**config.mk**
```make
export PLATFORM = sky130hd
export DESIGN_NAME = serial_add16
export DESIGN_NICKNAME = d
export VERILOG_FILES = /design/src/rtl/serial_add16.sv
export SDC_FILE = /design/constraint.sdc
export NUM_CORES = 1
export LEC_CHECK = 0
export CAP_MARGIN = 20
export CORE_ASPECT_RATIO = 0.7
export CORE_MARGIN = 3
export CORE_UTILIZATION = 35
export CTS_CLUSTER_DIAMETER = 200
export DETAILED_ROUTE_END_ITERATION = 8
export GPL_TIMING_DRIVEN = 0
export HOLD_SLACK_MARGIN = 0.12
export PLACE_DENSITY_LB_ADDON = 0.15
export SLEW_MARGIN = 5
export SYNTH_ARGS = -nofsm -noshare
export SYNTH_HDL_FRONTEND = slang
export SYNTH_SLANG_ARGS = --single-unit
```
**constraint.sdc**
```tcl
create_clock -name Clk -period 1.6 [get_ports Clk]
set_input_delay 0.32 -clock Clk [delete_from_list [all_inputs] [get_ports Clk]]
set_output_delay 0.32 -clock Clk [all_outputs]
set_load 0.02 [all_outputs]
```
**src/rtl/serial_add16.sv**
```systemverilog
// Serial 16-bit adder that time-shares an external 4-bit adder slice,
// feeding it one nibble per cycle from least to most significant.
module serial_add16 (
    input  logic        Clk,
    input  logic        Rst,
    input  logic        Start,
    input  logic [15:0] X,
    input  logic [15:0] Y,
    input  logic        Cin,
    output logic [3:0]  SliceX,
    output logic [3:0]  SliceY,
    output logic        SliceCin,
    input  logic [3:0]  SliceSum,
    input  logic        SliceCout,
    output logic        Busy,
    output logic        Done,
    output logic [15:0] Sum,
    output logic        Cout,
    output logic        Ovf
);

    typedef enum logic [1:0] {
        IDLE = 2'd0,
        RUN  = 2'd1,
        DONE = 2'd2
    } state_t;

    state_t      state_q, state_d;
    logic [15:0] a_q, a_d;
    logic [15:0] b_q, b_d;
    logic        carry_q, carry_d;
    logic [1:0]  k_q, k_d;
    logic [15:0] partial_q, partial_d;
    logic [15:0] sum_q, sum_d;
    logic        cout_q, cout_d;
    logic        ovf_q, ovf_d;
    logic [3:0]  nibBase;

    assign nibBase = {k_q, 2'b00};

    always_ff @(posedge Clk) begin
        if (Rst) begin
            state_q   <= IDLE;
            a_q       <= 16'h0000;
            b_q       <= 16'h0000;
            carry_q   <= 1'b0;
            k_q       <= 2'd0;
            partial_q <= 16'h0000;
            sum_q     <= 16'h0000;
            cout_q    <= 1'b0;
            ovf_q     <= 1'b0;
        end else begin
            state_q   <= state_d;
            a_q       <= a_d;
            b_q       <= b_d;
            carry_q   <= carry_d;
            k_q       <= k_d;
            partial_q <= partial_d;
            sum_q     <= sum_d;
            cout_q    <= cout_d;
            ovf_q     <= ovf_d;
        end
    end

    // The slice sees only the current nibble while running; outside RUN it is driven to 0.
    always_comb begin
        state_d   = state_q;
        a_d       = a_q;
        b_d       = b_q;
        carry_d   = carry_q;
        k_d       = k_q;
        partial_d = partial_q;
        sum_d     = sum_q;
        cout_d    = cout_q;
        ovf_d     = ovf_q;
        SliceX    = 4'h0;
        SliceY    = 4'h0;
        SliceCin  = 1'b0;
        Busy      = 1'b0;
        Done      = 1'b0;

        case (state_q)
            RUN: begin
                Busy      = 1'b1;
                SliceX    = a_q[nibBase +: 4];
                SliceY    = b_q[nibBase +: 4];
                SliceCin  = carry_q;
                partial_d[nibBase +: 4] = SliceSum;
                carry_d   = SliceCout;
                k_d       = k_q + 2'd1;
                if (k_q == 2'd3) begin
                    sum_d   = {SliceSum, partial_q[11:0]};
                    cout_d  = SliceCout;
                    ovf_d   = (a_q[15] == b_q[15]) && (SliceSum[3] != a_q[15]);
                    state_d = DONE;
                end
            end
            default: begin
                Done = (state_q == DONE);
                if (Start) begin
                    a_d     = X;
                    b_d     = Y;
                    carry_d = Cin;
                    k_d     = 2'd0;
                    state_d = RUN;
                end else begin
                    state_d = IDLE;
                end
            end
        endcase
    end

    assign Sum  = sum_q;
    assign Cout = cout_q;
    assign Ovf  = ovf_q;

endmodule

```
Yosys cells after proc, flatten, opt, wreduce, memory -nomap -nowiden

Cells that the tools add are included.

Word-level logic and storage cells: 39
Output and inout port bits: 29
Input bits: 41
Flip-flop bits (word level): 71

Add/sub/neg operators: 2
Shift operators: 4
Eq/ne operators: 6
Reduce and logical (&&, ||, !) cells: 4
Bitwise gates (word level): 1
Multiplexer cells: 13

Operator list:

| kind                     | number |
|---|---|
| $shiftx A16 B5 Y4        | 2 |
| $bwmux W16               | 1 |
| $shift A4 B6 Y16 const A | 1 |
| $shiftx A4 B6 Y16        | 1 |
| $mux W2                  | 4 |
| $mux W4                  | 2 |
| $mux W1                  | 6 |
| $neg A4 Y6               | 1 |
| $eq A2 B2 Y1 const B     | 2 |
| $reduce_and A2 Y1        | 2 |
| $add A2 B1 Y2 const B    | 1 |
| $eq A2 B1 Y1 const B     | 1 |
| $ne A2 B2 Y1 const B     | 1 |
| $reduce_bool A2 Y1       | 1 |
| $eq A1 B1 Y1             | 1 |
| $logic_and A1 B1 Y1      | 1 |
| $ne A1 B1 Y1             | 1 |
| $not A1 Y1               | 1 |

Depth between registers and ports, before layout

Gate-level depths: netlist of the first run.

Word-level depth: 3
Mapped depth: 7
Mapped depth without buffers: 5

Worst setup path after synthesis of the first run

No wires, ideal clock.

Path type: reg-to-reg
Start point: register k_q[1]
End point: register partial_q[10]
Library setup time: 0.058 ns
Period minus slack after synthesis: 1.638 ns
Slack: -0.038 ns
Path buffers: 1
Required time: 1.542 ns
Cell stages (with the launch flop): 7
Data arrival time: 1.580 ns
Path through: dfxtp_1 -> clkbuf_1 -> inv_1 -> ha_1 -> nand2b_1 -> nor4_2 -> a31o_2

Longest elaborated chain between the ends: 3
Elaborated cells on any way between the ends: 4
Those cells by class: add/sub: 1; shift: 2; mux: 1

Ends and longest elaborated chain:

| what                                                         | RTL line | RTL |
|---|---|---|
| start: declaration                                           | 32       | `logic [1:0] k_q, k_d;` |
| start signal: assignment                                     | 57       | `k_q <= k_d;` |
| $neg A4 Y6 *                                                 | 88       | `partial_d[nibBase +: 4] = SliceSum;` |
| $shiftx A4 B6 Y16 / $shift A4 B6 Y16 (equally long branches) | 88       |  |
| $bwmux W16 *                                                 | 88       |  |
| end signal: assignment                                       | 58       | `partial_q <= partial_d;` |
| end: declaration                                             | 33       | `logic [15:0] partial_q, partial_d;` |

Mark *: on every way between the ends. The rest lies on a longest branch, timed or not.
A chain may end at the register's enable or synchronous reset.

Worst setup path after layout of the first run

Start point: register k_q[0]
End point: output port SliceX[1]

Longest elaborated chain between the ends: 2

Ends and longest elaborated chain:

| what              | RTL line | RTL |
|---|---|---|
| $shiftx A16 B5 Y4 | 85       | `SliceX = a_q[nibBase +: 4];` |
| $mux W4           | 82       | `case (state_q)` |
| end: declaration  | 10       | `output logic [3:0] SliceX,` |

No other way between the ends.

==> impl_metrics.json, run 1 <==
{
  "outcome": "finished with violations",
  "violations": "negative setup slack",
  "syn_to_final_growth_pct": 50.4,
  "setup_viol": 20,
  "ant_nets": 0,
  "hold_path_class": "in -> reg",
  "clk_pin_slew_ns": 0.05,
  "crit_slowest_cell": "mux4_2",
  "cp_max_fo": 5,
  "drt_iter0_drc": 128,
  "grt_pass1_vias": 2434,
  "power_mw": 4.27,
  "final_max_slew_viol_count": 0,
  "start_util_pct": 37.5,
  "grt.met3_usage_pct": 4.71,
  "dp_cells": 456,
  "grt_pass1_wl_um": 12500,
  "cts_buffer_depth": 2,
  "fin_crit_ns": 1.96,
  "grt_use_met1_pct": 25.3,
  "root_buffer": "clkbuf_16",
  "worstSkewPairLatency_ns": 0.32,
  "final_cell_mix": "dfxtp_1 (63), clkdlybuf4s50_1 (41), a21oi_1 (36)",
  "synthFlopType": "dfxtp_1",
  "antenna_cells": 0,
  "rows": 26,
  "hold_viol_final": 0,
  "slew_headroom_pct": 60.4,
  "seqPwrFrac_pct": 41.4,
  "p_switching_mw": 0.965,
  "viasPerCell": 5.33,
  "cts_tree": "done",
  "hold_ws_ns": 0.360,
  "die_y_um": 81.5,
  "critPathArrivalTime_ns": 1.64,
  "grt_use_met2_pct": 25.1,
  "r2r_cells": 9,
  "cp_data_required_time_ns": 1.28,
  "final_common_cell": "dfxtp_1",
  "fin_nets": 430,
  "synth_top_area_cell": "dfxtp_1",
  "crit_type": "reg -> out",
  "wire_per_inst_um": 17.0,
  "synth_cells": 291,
  "p_clk_share_pct": 45.3,
  "cts_sinks": 67,
  "p_leak_nw": 1.83,
  "dpl_cell_area_mm2": 0.00365,
  "synth_area_mm2": 0.00285,
  "numCtsBuffers": 9,
  "grt-ovfl-total": 0,
  "ys_seq_elements": 67,
  "clock_skew_ns": 0.00689,
  "avgSynthCellArea_um2": 9.80,
  "die-area_mm2": 0.00929,
  "utilization_pct": 56.4,
  "ys_top_cells_by_area": "dfxtp_1 (47%), a21oi_1 (6.7%), nand3_1 (6.0%)",
  "postRouteWirelength_um": 8250,
  "stdcell_area_mm2": 0.00429,
  "swShare_pct": 22.6,
  "critPathCaptureType": "output pin",
  "cts_htree_levels": 3,
  "drive_gt1_share_pct": 26.0,
  "core_mm2": 0.00761,
  "cp.depth": 4,
  "path_delay_family": "multiplexers",
  "vias": 2591,
  "slowest_delay_ns": 0.50,
  "drt-pass1-iter-count": 4,
  "cap_violations": 0,
  "setup_ws_ns": -0.359,
  "worstPathCellList": "buf_12, mux4_2, and2_4, buf_6",
  "yosysSeqAreaShare_pct": 47.0,
  "antenna_found_initial": 0,
  "async_reset_ff_share_pct": 0,
  "layoutNonFillerInstCount": 486,
  "cp_num_buf_inv": 2,
  "synth_nets": 337,
  "synth_edf_count": 0,
  "finalCritPeriodShare_pct": 122,
  "power_frac_comb_pct": 13.3,
  "port_buffers": 67,
  "power_density_mw_per_mm2": 995,
  "grt_usage_pct": 17.5,
  "drc": 0,
  "holdBufCountCts": 0,
  "min_path_cells": 3,
  "die_w_um": 114,
  "worst_pin_slew_ns": 0.594,
  "ys_warn_count": 0,
  "synth.top_cell.area_share_pct": 47.0,
  "synth_cell_types": 35,
  "place_congestion": 0.795,
  "fmax_ghz": 0.510,
  "ir_drop_uv": 557,
  "dp.final_hpwl_um": 5570,
  "p_int_mw": 3.30,
  "io_pins": 70,
  "grt_max_degree": 16,
  "finalSetupTns_ns": -5.22,
  "busiest_layer": "met1",
  "start_kind": "flip-flop",
  "dp_slack_ns": -0.583,
  "rsz0062_at_grt": "true"
}
## per-layer routing
| metal | share of wire, % | vias up |
|---|---|---|
| li1 | - | 1259 |
| met2 | 43 | 90 |
| met4 | 0.78 | 0 |
| met1 | 49 | 1234 |
| met5 | 0 | - |
| met3 | 8.1 | 8 |
## worst min-delay path, cell delays in order
cell and delay (ns):
buf_2 0.16, nand3_1 0.10, a21oi_1 0.05
## synth_stat cells (2+ instances only)
master	count
mux4_1	3
nand3_1	34
dfxtp_1	67
nand4_1	5
a31o_2	4
nor2_1	2
o21ai_0	33
buf_1	3
nand3b_1	2
nand2_1	6
buf_6	4
nor3b_1	4
mux4_2	5
o32ai_1	4
nand2b_1	6
inv_1	7
buf_2	9
a22o_1	18
ha_1	5
and2_1	9
a21oi_1	38
clkbuf_1	10
## logic make-up after synthesis
family | count (synthesis) | synth area share (%)
AO/OA/AOI/OAI | 100 | 21.7
AND/OR/NAND/NOR | 75 | 15.9
flip-flops | 67 | 47.0
multiplexers | 9 | 7.06
adder cells (fa/ha/maj) | 5 | 2.19
buffers and inverters | 35 | 6.18
## registers in the layout (all words and copies together), names as in the netlist
name	flops
state_q	2
Sum	16
partial_q	12
carry_q	1
a_q	16
Cout	1
k_q	2
b_q	16
Ovf	1
## power by group through the flow
stage | combinational [mW] | clock [mW] | sequential [mW]
3_5_place_dp | 0.453 | 0 | 1.80
4_1_cts | 0.513 | 1.96 | 1.77
3_3_place_gp | 0.451 | 0 | 1.80
5_1_grt | 0.614 | 2.02 | 1.77
2_1_floorplan | 0.258 | 0 | 1.79
6_report | 0.567 | 1.93 | 1.77
## area by class of cell
type                            count  area, µm²
Clock inverter                      2       35.0
Multi-Input combinational cell    189       1450
Inverter                            8       41.3
Tap cell                           98        123
Sequential cell                    67       1350
Fill cell                         684       3320
Clock buffer                       13        260
Timing Repair Buffer               84        880
Buffer                             25        156
## what timing repair did
item                       CTS  global route
resized for setup           77            38
setup endpoints to repair   25            55
buffers inserted             7            10
cloned                       1             0
pin swaps                   17             7
## worst paths after layout
kind	from	end	slack [ns]
worst min-delay path	Start	a_q[13]	0.36
worst max-delay path	k_q[0]	SliceX[1]	-0.36
worst min register to register	partial_q[4]	partial_q[4]	0.46
worst max register to register	k_q[0]	partial_q[9]	-0.27
No activity file was read; power rests on OpenSTA's default activity.
==> run 2: changes to the inputs <==
Settings changed: CTS_CLUSTER_SIZE set to 14.
==> results of run 2 <==
Same layout as run 1: the final DEF is identical, and so are final timing and power.
==> run 3: changes to the inputs <==
Settings changed: CORE_MARGIN 3 to 1.
==> run 3 against run 2 <==
Setup slack improved by 0.012 ns. Largest cell class unchanged. The flow still finishes with violations (negative setup slack). Die area decreased by 8.2%. First-iteration DRC count decreased by 11%. Register-to-register slack improved by 0.14 ns. Sequential share of layout area decreased by 0.25 points. Wire length decreased by 0.27%. Largest power group unchanged. Critical path depth unchanged. Cell area increased by 0.79%. Critical endpoint is now SliceX[2].
==> impl_metrics.json, run 3 (synthesized netlist as in run 1, its figures left out) <==
{
  "die-area_mm2": 0.00852,
  "antenna_found_initial": 0,
  "seqPwrFrac_pct": 39.5,
  "rr_startpoint": "k_q[0]",
  "port_buffers": 67,
  "hp-start": "Start",
  "cp_max_fo": 6,
  "dp_slack_ns": -0.586,
  "numCtsBuffers": 9,
  "critPathArrivalTime_ns": 1.63,
  "cap_violations": 0,
  "final_common_cell": "dfxtp_1",
  "grt-ovfl-total": 0,
  "p_leak_nw": 1.90,
  "rsz0062_at_grt": "true",
  "power_frac_comb_pct": 12.8,
  "holdPathEnd": "a_q[13]",
  "wire_per_inst_um": 16.7,
  "cts_sinks": 67,
  "clock_skew_ns": 0.00410,
  "die_y_um": 77.5,
  "slew_headroom_pct": 54.9,
  "crit_type": "reg -> out",
  "r2r_slack_ns": -0.13,
  "hold_viol_final": 0,
  "p_switching_mw": 1.04,
  "grt_usage_pct": 20.0,
  "antenna_cells": 0,
  "start_util_pct": 36.2,
  "finalSetupTns_ns": -3.71,
  "cp-startpoint": "k_q[0]",
  "worst_pin_slew_ns": 0.676,
  "dp_cells": 459,
  "n_fill_cell": 695,
  "swShare_pct": 23.3,
  "ant_nets": 0,
  "root_buffer": "clkbuf_16",
  "fin_crit_ns": 1.95,
  "cp_data_required_time_ns": 1.28,
  "power_density_mw_per_mm2": 1030,
  "critPathCaptureType": "output pin",
  "p_int_mw": 3.42,
  "cts_htree_levels": 3,
  "cts_buffer_depth": 2,
  "drc": 0,
  "dp.final_hpwl_um": 5530,
  "rows": 27,
  "r2r_cells": 8,
  "min_path_cells": 3,
  "cts_tree": "done",
  "core_mm2": 0.00787,
  "syn_to_final_growth_pct": 51.6,
  "fmax_ghz": 0.514,
  "r2r_end": "partial_q[7]",
  "grt_pass1_wl_um": 12800,
  "holdBufCountCts": 0,
  "p_clk_share_pct": 47.7,
  "setup_viol": 20,
  "place_congestion": 0.807,
  "grt_max_degree": 13,
  "grt_pass1_vias": 2494,
  "start_kind": "flip-flop",
  "die_w_um": 110,
  "utilization_pct": 54.9,
  "drt_iter0_drc": 114,
  "clk_pin_slew_ns": 0.05,
  "worstSkewPairLatency_ns": 0.33,
  "io_pins": 70,
  "violations": "negative setup slack",
  "outcome": "finished with violations",
  "drive_gt1_share_pct": 26.6,
  "ir_drop_uv": 596,
  "setup_ws_ns": -0.347,
  "viasPerCell": 5.15,
  "hold_path_class": "in -> reg",
  "final_cell_mix": "dfxtp_1 (63), clkdlybuf4s50_1 (38), a21oi_1 (36)",
  "layoutNonFillerInstCount": 492,
  "finalCritPeriodShare_pct": 122,
  "drt-pass1-iter-count": 4,
  "vias": 2535,
  "postRouteWirelength_um": 8230,
  "fin_nets": 432,
  "final_max_slew_viol_count": 0
}
-- run 3: cell types whose count changed in the layout (fill, tap and decap cells not counted), moves of 2 or more --
cell             previous run  this run
dlymetal6s2s_1             13        15
dlygate4sd2_1               3         5
buf_12                      3         1
clkbuf_1                   10         8
buf_6                      13        18
clkbuf_8                    3         1
clkdlybuf4s50_1            41        38
-- run 3: power by group through the flow --
stage	combinational (mW)	sequential, mW	clock, mW
3_3_place_gp	0.452	1.80	0
6_report	0.570	1.77	2.13
2_1_floorplan	0.258	1.79	0
5_1_grt	0.614	1.77	2.24
4_1_cts	0.517	1.76	2.16
3_5_place_dp	0.455	1.80	0
-- run 3: routing by layer --
metal | vias to the layer above | part of all wire (%) | track usage, %
li1 | 1263 | - | -
met1 | 1189 | 50 | 28.0
met2 | 76 | 44 | 30.4
met3 | 7 | 6.2 | 5.55
met4 | 0 | 0.66 | 4.80
met5 | - | 0 | 0
-- run 3: critical path, cell delays in order (launching register included) --
cell	delay (ns)
dfxtp_4	0.39
buf_12	0.14
mux4_2	0.48
and2_4	0.16
buf_6	0.12
-- run 3: worst max-delay path by stage --
stage	end	slack (ns)	depth (start not counted)
floorplan	SliceX[0]	0.04	3
global placement	SliceX[3]	-0.59	5
detailed placement	SliceX[3]	-0.59	5
CTS	SliceY[1]	-0.36	4
global route	SliceX[2]	-0.39	4
finish	SliceX[2]	-0.35	4
-- run 3: what timing repair did --
action | 4_1_cts | 5_1_grt
endpoints found under the setup margin | 26 | 45
cloned | 0 | 0
gates resized for setup | 82 | 44
setup buffers | 10 | 10
pin swaps | 16 | 11
-- run 3: area by class of cell --
class                           instances  area [µm²]  area share [%]
Clock inverter                          6        88.8            2.05
Tap cell                              101         126            2.92
Timing Repair Buffer                   85         867            20.1
Buffer                                 26         169            3.91
Sequential cell                        67        1350            31.2
Multi-Input combinational cell        189        1440            33.3
Clock buffer                           10         239            5.53
Inverter                                8        45.0            1.04
-- run 3: per-stage QoR --
| step | area (µm²) | power, mW | hold WS, ns |
|---|---|---|---|
| 2_1_floorplan | 2860 | 2.04 | 0.432 |
| 3_3_place_gp | 3650 | 2.25 | 0.445 |
| 3_5_place_dp | 3650 | 2.25 | 0.451 |
| 4_1_cts | 4130 | 4.44 | 0.359 |
| 5_1_grt | 4320 | 4.62 | 0.380 |
| 6_report | 4320 | 4.47 | 0.357 |
